--- src/rtl/bp_two_level_bht_updater.sv ---
// Training side of the two-level branch predictor: queues resolved branches and
// runs one LHT/PHT read-modify-write per entry, four cycles per update.
module bp_two_level_bht_updater #(
    parameter int PC_IDX_W   = 4,
    parameter int HIST_W     = 4,
    parameter int FIFO_DEPTH = 4
) (
    input  logic                clk_i,
    input  logic                reset_i,
    input  logic                resolve_v_i,
    output logic                resolve_ready_o,
    input  logic [31:0]         resolve_pc_i,
    input  logic                resolve_taken_i,
    output logic                lht_r_v_o,
    output logic [PC_IDX_W-1:0] lht_r_addr_o,
    input  logic [HIST_W-1:0]   lht_r_data_i,
    output logic                lht_w_v_o,
    output logic [PC_IDX_W-1:0] lht_w_addr_o,
    output logic [HIST_W-1:0]   lht_w_data_o,
    output logic                pht_r_v_o,
    output logic [HIST_W-1:0]   pht_r_addr_o,
    input  logic [1:0]          pht_r_data_i,
    output logic                pht_w_v_o,
    output logic [HIST_W-1:0]   pht_w_addr_o,
    output logic [1:0]          pht_w_data_o,
    output logic                busy_o,
    output logic [15:0]         update_count_o
);

    localparam int PTR_W = $clog2(FIFO_DEPTH);

    typedef enum logic [1:0] {S_IDLE, S_RD_LHT, S_RD_PHT, S_WRITE} state_e;
    typedef logic [PC_IDX_W:0] entry_t;

    entry_t              fifo_q [FIFO_DEPTH];
    entry_t              fifo_d [FIFO_DEPTH];
    logic [PTR_W:0]      wr_ptr_q, wr_ptr_d, rd_ptr_q, rd_ptr_d;
    state_e              state_q, state_d;
    logic [PC_IDX_W-1:0] idx_q, idx_d;
    logic                taken_q, taken_d;
    logic [HIST_W-1:0]   hist_q, hist_d;
    logic                lht_w_v_q, lht_w_v_d, pht_w_v_q, pht_w_v_d;
    logic [PC_IDX_W-1:0] lht_w_addr_q, lht_w_addr_d;
    logic [HIST_W-1:0]   lht_w_data_q, lht_w_data_d, pht_w_addr_q, pht_w_addr_d;
    logic [1:0]          pht_w_data_q, pht_w_data_d;
    logic [15:0]         count_q, count_d;

    logic   full, empty, push, pop;
    entry_t head;
    logic   unused_pc;

    assign unused_pc = ^{resolve_pc_i[31:PC_IDX_W+2], resolve_pc_i[1:0]};

    always_comb begin
        empty = (wr_ptr_q == rd_ptr_q);
        // Wrap bits differ and indices match: all slots occupied.
        full  = (wr_ptr_q[PTR_W] != rd_ptr_q[PTR_W]) &&
                (wr_ptr_q[PTR_W-1:0] == rd_ptr_q[PTR_W-1:0]);
        push  = resolve_v_i && !full;
        pop   = (state_q == S_IDLE) && !empty;
        head  = fifo_q[rd_ptr_q[PTR_W-1:0]];

        fifo_d       = fifo_q;
        wr_ptr_d     = wr_ptr_q;
        rd_ptr_d     = rd_ptr_q;
        state_d      = state_q;
        idx_d        = idx_q;
        taken_d      = taken_q;
        hist_d       = hist_q;
        count_d      = count_q;
        lht_w_v_d    = 1'b0;
        lht_w_addr_d = '0;
        lht_w_data_d = '0;
        pht_w_v_d    = 1'b0;
        pht_w_addr_d = '0;
        pht_w_data_d = '0;

        if (push) begin
            fifo_d[wr_ptr_q[PTR_W-1:0]] = {resolve_pc_i[PC_IDX_W+1:2], resolve_taken_i};
            wr_ptr_d = wr_ptr_q + (PTR_W+1)'(1);
        end

        unique case (state_q)
            S_IDLE: begin
                if (pop) begin
                    rd_ptr_d = rd_ptr_q + (PTR_W+1)'(1);
                    idx_d    = head[PC_IDX_W:1];
                    taken_d  = head[0];
                    state_d  = S_RD_LHT;
                end
            end
            S_RD_LHT: begin
                hist_d  = lht_r_data_i;
                state_d = S_RD_PHT;
            end
            S_RD_PHT: begin
                // Write-side values are registered here so the WRITE-cycle strobes come from flops.
                lht_w_v_d    = 1'b1;
                lht_w_addr_d = idx_q;
                lht_w_data_d = {hist_q[HIST_W-2:0], taken_q};
                pht_w_v_d    = 1'b1;
                pht_w_addr_d = hist_q;
                if (taken_q) pht_w_data_d = (pht_r_data_i == 2'd3) ? 2'd3 : pht_r_data_i + 2'd1;
                else         pht_w_data_d = (pht_r_data_i == 2'd0) ? 2'd0 : pht_r_data_i - 2'd1;
                state_d = S_WRITE;
            end
            S_WRITE: begin
                count_d = count_q + 16'd1;
                state_d = S_IDLE;
            end
            default: state_d = S_IDLE;
        endcase
    end

    always_ff @(posedge clk_i) begin
        if (reset_i) begin
            wr_ptr_q     <= '0;
            rd_ptr_q     <= '0;
            state_q      <= S_IDLE;
            idx_q        <= '0;
            taken_q      <= 1'b0;
            hist_q       <= '0;
            count_q      <= '0;
            lht_w_v_q    <= 1'b0;
            lht_w_addr_q <= '0;
            lht_w_data_q <= '0;
            pht_w_v_q    <= 1'b0;
            pht_w_addr_q <= '0;
            pht_w_data_q <= '0;
        end else begin
            wr_ptr_q     <= wr_ptr_d;
            rd_ptr_q     <= rd_ptr_d;
            state_q      <= state_d;
            idx_q        <= idx_d;
            taken_q      <= taken_d;
            hist_q       <= hist_d;
            count_q      <= count_d;
            lht_w_v_q    <= lht_w_v_d;
            lht_w_addr_q <= lht_w_addr_d;
            lht_w_data_q <= lht_w_data_d;
            pht_w_v_q    <= pht_w_v_d;
            pht_w_addr_q <= pht_w_addr_d;
            pht_w_data_q <= pht_w_data_d;
        end
        fifo_q <= fifo_d;
    end

    // Read strobes depend on same-cycle table data, so they stay combinational.
    assign lht_r_v_o       = pop;
    assign lht_r_addr_o    = pop ? head[PC_IDX_W:1] : '0;
    assign pht_r_v_o       = (state_q == S_RD_LHT);
    assign pht_r_addr_o    = (state_q == S_RD_LHT) ? lht_r_data_i : '0;
    assign lht_w_v_o       = lht_w_v_q;
    assign lht_w_addr_o    = lht_w_addr_q;
    assign lht_w_data_o    = lht_w_data_q;
    assign pht_w_v_o       = pht_w_v_q;
    assign pht_w_addr_o    = pht_w_addr_q;
    assign pht_w_data_o    = pht_w_data_q;
    assign resolve_ready_o = !full;
    assign busy_o          = !empty || (state_q != S_IDLE);
    assign update_count_o  = count_q;

endmodule

--- config.mk ---
export PLATFORM = sky130hd
export DESIGN_NAME = bp_two_level_bht_updater
export DESIGN_NICKNAME = d
export VERILOG_FILES = /design/src/rtl/bp_two_level_bht_updater.sv
export SDC_FILE = /design/constraint.sdc
export NUM_CORES = 1
export LEC_CHECK = 0
export BUFFER_PORTS_ARGS = -buffer_cell sky130_fd_sc_hd__buf_2
export CORE_MARGIN = 8
export CORE_UTILIZATION = 40
export DETAILED_ROUTE_END_ITERATION = 6
export PLACE_DENSITY_LB_ADDON = 0.08
export SLEW_MARGIN = 20
export SYNTH_ARGS = -nofsm -noshare
export SYNTH_HDL_FRONTEND = slang
export SYNTH_SLANG_ARGS = --single-unit
--- constraint.sdc ---
create_clock -name clk_i -period 2 [get_ports clk_i]
set_clock_uncertainty 0.05 [all_clocks]
set_input_delay 0.4 -clock clk_i [delete_from_list [all_inputs] [get_ports clk_i]]
set_output_delay 0.4 -clock clk_i [all_outputs]
set_load 0.005 [all_outputs]
* After elaboration in Yosys (flattened, before gate mapping) *
Cells that the tools add are included.

cells by class
  multiplexer cells = 14
  bitwise gates (word level) = 3
  add/sub/neg operators = 5
  reduce and logical (&&, ||, !) cells = 12
  equal/unequal tests = 8
  $lt $le $gt $ge = 3

operator list
  cell                                                                          count
  20-bit bitwise mux                                                            1
  16-bit by 1-bit adder with 16-bit output, second input constant               1
  5-bit 2-to-1 mux                                                              3
  5-bit binary-select mux with 2-bit select                                     1
  5-bit demux with 2-bit select                                                 1
  2-bit 2-to-1 mux                                                              4
  4-bit 2-to-1 mux                                                              2
  2-bit one-hot mux with 4 select lines                                         1
  3-bit by 1-bit adder with 3-bit output, second input constant                 2
  2-bit equality test, second input constant                                    3
  3-bit greater-or-equal comparator, second input constant                      2
  2-bit NOT with 3-bit output                                                   2
  1-bit logical AND                                                             4
  2-bit zero test                                                               2
  3-bit equality test                                                           1
  3-bit by 1-bit less-than comparator with 1-bit output, second input constant  1
  2-bit by 1-bit adder with 2-bit output, second input constant                 1
  2-bit by 1-bit equality test with 1-bit output, second input constant         1
  2-bit equality test                                                           1
  1-bit zero test                                                               2
  2-bit inequality test, second input constant                                  1
  2-bit AND reduction                                                           1
  2-bit nonzero test                                                            1
  2-bit OR reduction                                                            1
  other kinds (5)                                                               5

storage, ports and cells
  flip-flop bits (word level) = 68

* Longest topological paths before layout *
  word-level depth = 6
  mapped depth = 6
  gate-level depth less buffers = 6

* Worst setup path after synthesis *
No wires, ideal clock.

  path type = register to output
  start point = register rd_ptr_q[1]
  end point = output lht_r_addr_o[0]
  stages on the path, launching flop included = 7
  data required time = 1.550 ns
  data arrival time = 1.238 ns
  setup slack = 0.312 ns
  cells stage by stage = dfxtp_1 -> buf_6 -> xor2_2 -> o31ai_4 -> inv_2 -> nand2_1 -> inv_1

on the way
  elaborated cells on any way between the ends = 8

RTL lines
  item                    RTL line  text
  start, declared         37        logic [PTR_W:0] wr_ptr_q, wr_ptr_d, rd_ptr_q, rd_ptr_d;
  start signal, assigned  132       rd_ptr_q <= rd_ptr_d;
  3-bit equality test     55        empty = (wr_ptr_q == rd_ptr_q);
  1-bit zero test         60        pop = (state_q == S_IDLE) && !empty;
  1-bit logical AND       60
  net lht_r_v_o           14        output logic lht_r_v_o,
  4-bit 2-to-1 mux        150       assign lht_r_addr_o = pop ? head[PC_IDX_W:1] : '0;
  end, declared           15        output logic [PC_IDX_W-1:0] lht_r_addr_o,

The timed path passes the listed nets, and every way through them passes these cells. The select of a mux whose other input is x is not followed.

* Worst setup path after layout *
  start point = register rd_ptr_q[0]
  end point = output lht_r_addr_o[0]

on the way
  cells in the longest elaborated chain, start to end = 5
  elaborated cells on any way between the ends = 8

ends and longest elaborated chain
  item                                                 RTL line  text
  2-bit NOT with 3-bit output (implied by the code)    61        head = fifo_q[rd_ptr_q[PTR_W-1:0]];
  5-bit binary-select mux with 2-bit select            61
  5-bit 2-to-1 mux (implied by the code) (2 in a row)  61
  4-bit 2-to-1 mux (*)                                 150

Every way passes the cells marked *; elsewhere a longest branch is shown, timed or not. The select of a mux whose other input is x is not followed.

==> run_results.csv <==
group,metric,value,unit
floorplan,design.die.area,9630,um2
setup_path,worstPathCellList,"buf_12 -> mux4_2 -> nand2_2 -> inv_2 -> buf_2",
finish,fin_cells,394,
finish,area_growth,23.6,%
sta,slew-limit-headroom,56.7,%
place,place_hpwl,3770,um
clock_tree,clkSinkCount,65,
grt,grt_most_used_layer,"met2",
sta,finalHoldViolations,0,
clock_tree,cts.htree.levels,3,
place,gp_congestion,0.725,
synth,synth_area_leaders,"dfxtp_1 (33%), edfxtp_1 (22%), ha_1 (5.1%)",
route,wire_per_inst,13.2,um
route,drc,0,
place,place_ws,0.230,ns
synth,yosysWarnings,0,
setup_path,cp-end-kind,"output pin",
floorplan,die_w,98.1,um
sta,finalCritPeriodShare,101,%
grt,use_met1,14.0,%
setup_path,cp_top_family,"multiplexers",
grt,antenna_found_initial,0,
finish,multi_input_area,1080,um2
power_and_ir_drop,power.static_leakage,1.41,nW
setup_path,cp_slowest_cell,"mux4_2",
floorplan,die_h,98.1,um
sta,worst_pin_slew,0.648,ns
setup_path,cpPeakStageDelay,0.51,ns
sta,finalWorstSetupSlack,-0.0209,ns
synth,synth_edf_count,20,
synth,synthCells,242,
clock_tree,cts.root.buffer_cell,"clkbuf_8",
power_and_ir_drop,powerDensity,1160,nW/um2
grt,grt_pass1_vias,1819,
outcome,violations,"negative setup slack",
finish,drive_gt1_share,32.5,%
clock_tree,clkTransAtPathRegs,0.08,ns
floorplan,start_util,40.6,%
setup_path,worstPathRequired,1.55,ns
flow_run,drv_cap,0,
grt,track_usage,11.6,%
synth,dominantRegCellSynth,"dfxtp_1",
finish,antenna_cells,0,
grt,grt_overflow,0,
place,numPortBuffers,57,
grt,grt.met2_usage,17.0,%
floorplan,ios,86,
setup_path,start_kind,"register",
sta,setup-violations-final,2,
synth,synth_top_area_share,33.4,%
synth,synth.distinct_cells,35,
sta,drv_slew,0,
synth,synth_area_per_cell,11.1,um2
clock_tree,clock_path_buffers,2,
setup_path,cp_max_fo,7,
floorplan,row_count,30,
synth,synth_async_sr_flop_share,0,%
power_and_ir_drop,max-vdd-ir-drop,0.406,mV
place,dp.cells,372,
outcome,status,"finished with violations",
finish,fin_nets,362,
synth,synth_area,2700,um2
grt,grt_max_degree,24,
route,wirelength,5200,um
synth,synth.top_cells.by_count,"dfxtp_1 (45), nor2_1 (26), edfxtp_1 (20)",
clock_tree,clkLatencyLatePin,0.34,ns
synth,yosysTopAreaCell,"dfxtp_1",
route,dr.pass1.iters,4,
route,routed_via_density,4.67,
grt,grtUsageMet3,4.77,%
setup_path,critPathBufInv,3,
clock_tree,cts_buffers,9,
sta,period_needed,2.02,ns
setup_path,critPathKind,"register to output pin",
grt,grt_pass1_wl,8830,um
finish,register_area,1500,um2
synth,synth_fp_nets,295,
route,first_iter_violations,33,
synth,ys_ff_latch,65,
clock_tree,cts_tree,"yes",
clock_tree,holdBufCountCts,0,
synth,yosysSeqAreaShare,55.7,%
finish,nFillCells,618,
route,vias,1841,
setup_path,arrival,1.57,ns
floorplan,core-area,6640,um2
min_path,hold_class,"primary input to register",
sta,rsz0062_at_grt,"yes",
sta,fmax,495,MHz
synth,synth.most_common_cell,"dfxtp_1",
route,antenna_left,0,
[sequential cells by signal, indices dropped and copies added (netlist names)]
| signal | cells |
|---|---|
| fifo_q | 20 |
| hist_q | 4 |
| idx_q | 4 |
| lht_w_addr_o | 4 |
| lht_w_data_o | 3 |
| pht_w_addr_o | 2 |
| pht_w_data_o | 2 |
| pht_w_v_o | 1 |
| rd_ptr_q | 3 |
| state_q | 2 |
| taken_q | 1 |
| update_count_o | 16 |
| wr_ptr_q | 3 |
[per-stage QoR]
stage / hold WS, ns / total power [mW] / utilization, % / setup TNS (ns) / cell area [um2]
floorplan: 0.380 / 2.27 / - / 0 / 2700
global placement: 0.388 / 2.60 / 46.0 / 0 / 3060
detailed placement: 0.392 / 2.62 / 46.0 / 0 / 3060
CTS: 0.209 / 3.84 / 49.5 / -0.179 / 3290
global route: 0.209 / 4.12 / 50.2 / -0.355 / 3330
finish: 0.223 / 3.86 / 50.2 / -0.0340 / 3330
[power by group]
| part | internal (mW) | switching (mW) | total (mW) |
|---|---|---|---|
| Sequential | 1.49 | 0.0756 | 1.57 |
| Combinational | 0.584 | 0.581 | 1.17 |
| Clock | 0.585 | 0.539 | 1.12 |
[layer usage]
layer / part of all wire, % / wire, um / up-vias
met3: 7.8 / 403 / 10
met4: 2.2 / 114 / 0
met2: 42 / 2170 / 45
met5: 0 / 0 / -
met1: 48 / 2500 / 840
li1: - / - / 946
[worst paths after layout]
| check | start | to | slack, ns | cells past startpoint |
|---|---|---|---|---|
| max reg2reg | state_q[0]$_SDFFE_PP0P_ | update_count_o[12]$_SDFFE_PP0N_ | 0.22 | 5 |
| max | rd_ptr_q[0]$_SDFFE_PP0P_ | lht_r_addr_o[0] | -0.02 | 5 |
| min | resolve_pc_i[4] | fifo_q[8]$_DFFE_PP_ | 0.22 | 1 |
| min reg2reg | idx_q[2]$_SDFFE_PP0P_ | idx_q[2]$_SDFFE_PP0P_ | 0.40 | 2 |
[cell families (layout without fill, tap and decap cells)]
logic type                 count (synthesis)  after routing  synth area share [%]
adders and majority gates                 12             12                  5.47
and+or+nand+nor                           86             86                  15.8
DFF                                       65             65                  55.7
AOI/OAI and AO/OA                         23             23                  5.38
muxes                                      9              9                  5.71
xor gates and xnor gates                  20             20                  7.05
buffers and inverters                     27             99                  4.96
[final cells by class]
| cell class | instances | share of cell area (%) |
|---|---|---|
| well taps | 80 | 3.00 |
| clock buffers | 9 | 3.72 |
| inverters | 14 | 1.65 |
| clock inverters | 7 | 2.40 |
| multi-input cells | 150 | 32.5 |
| repair buffers | 69 | 11.6 |
| flip-flops and latches | 65 | 45.1 |
[timing repair]
item                                    4_1_cts  5_1_grt
setup buffers                                 2        4
pin swaps                                     1        1
gates resized for setup                       7        1
endpoints found under the setup margin        5        5
[cell usage in the layout (no fill, tap or decap), types with 4 or more instances in the layout]
cell       n
a21oi_1   14
and2_1    18
buf_2     57
buf_4     11
clkbuf_8   9
dfxtp_1   44
edfxtp_1  20
ha_1      11
inv_1     12
mux4_2     5
nand2_1   13
nand2_2    4
nand3_1    6
nand4_1    4
nor2_1    26
nor3_1     4
nor4_1     4
o21ai_0    4
xnor2_1   14
xor2_1     4
No activity file was read; power rests on OpenSTA's default activity.
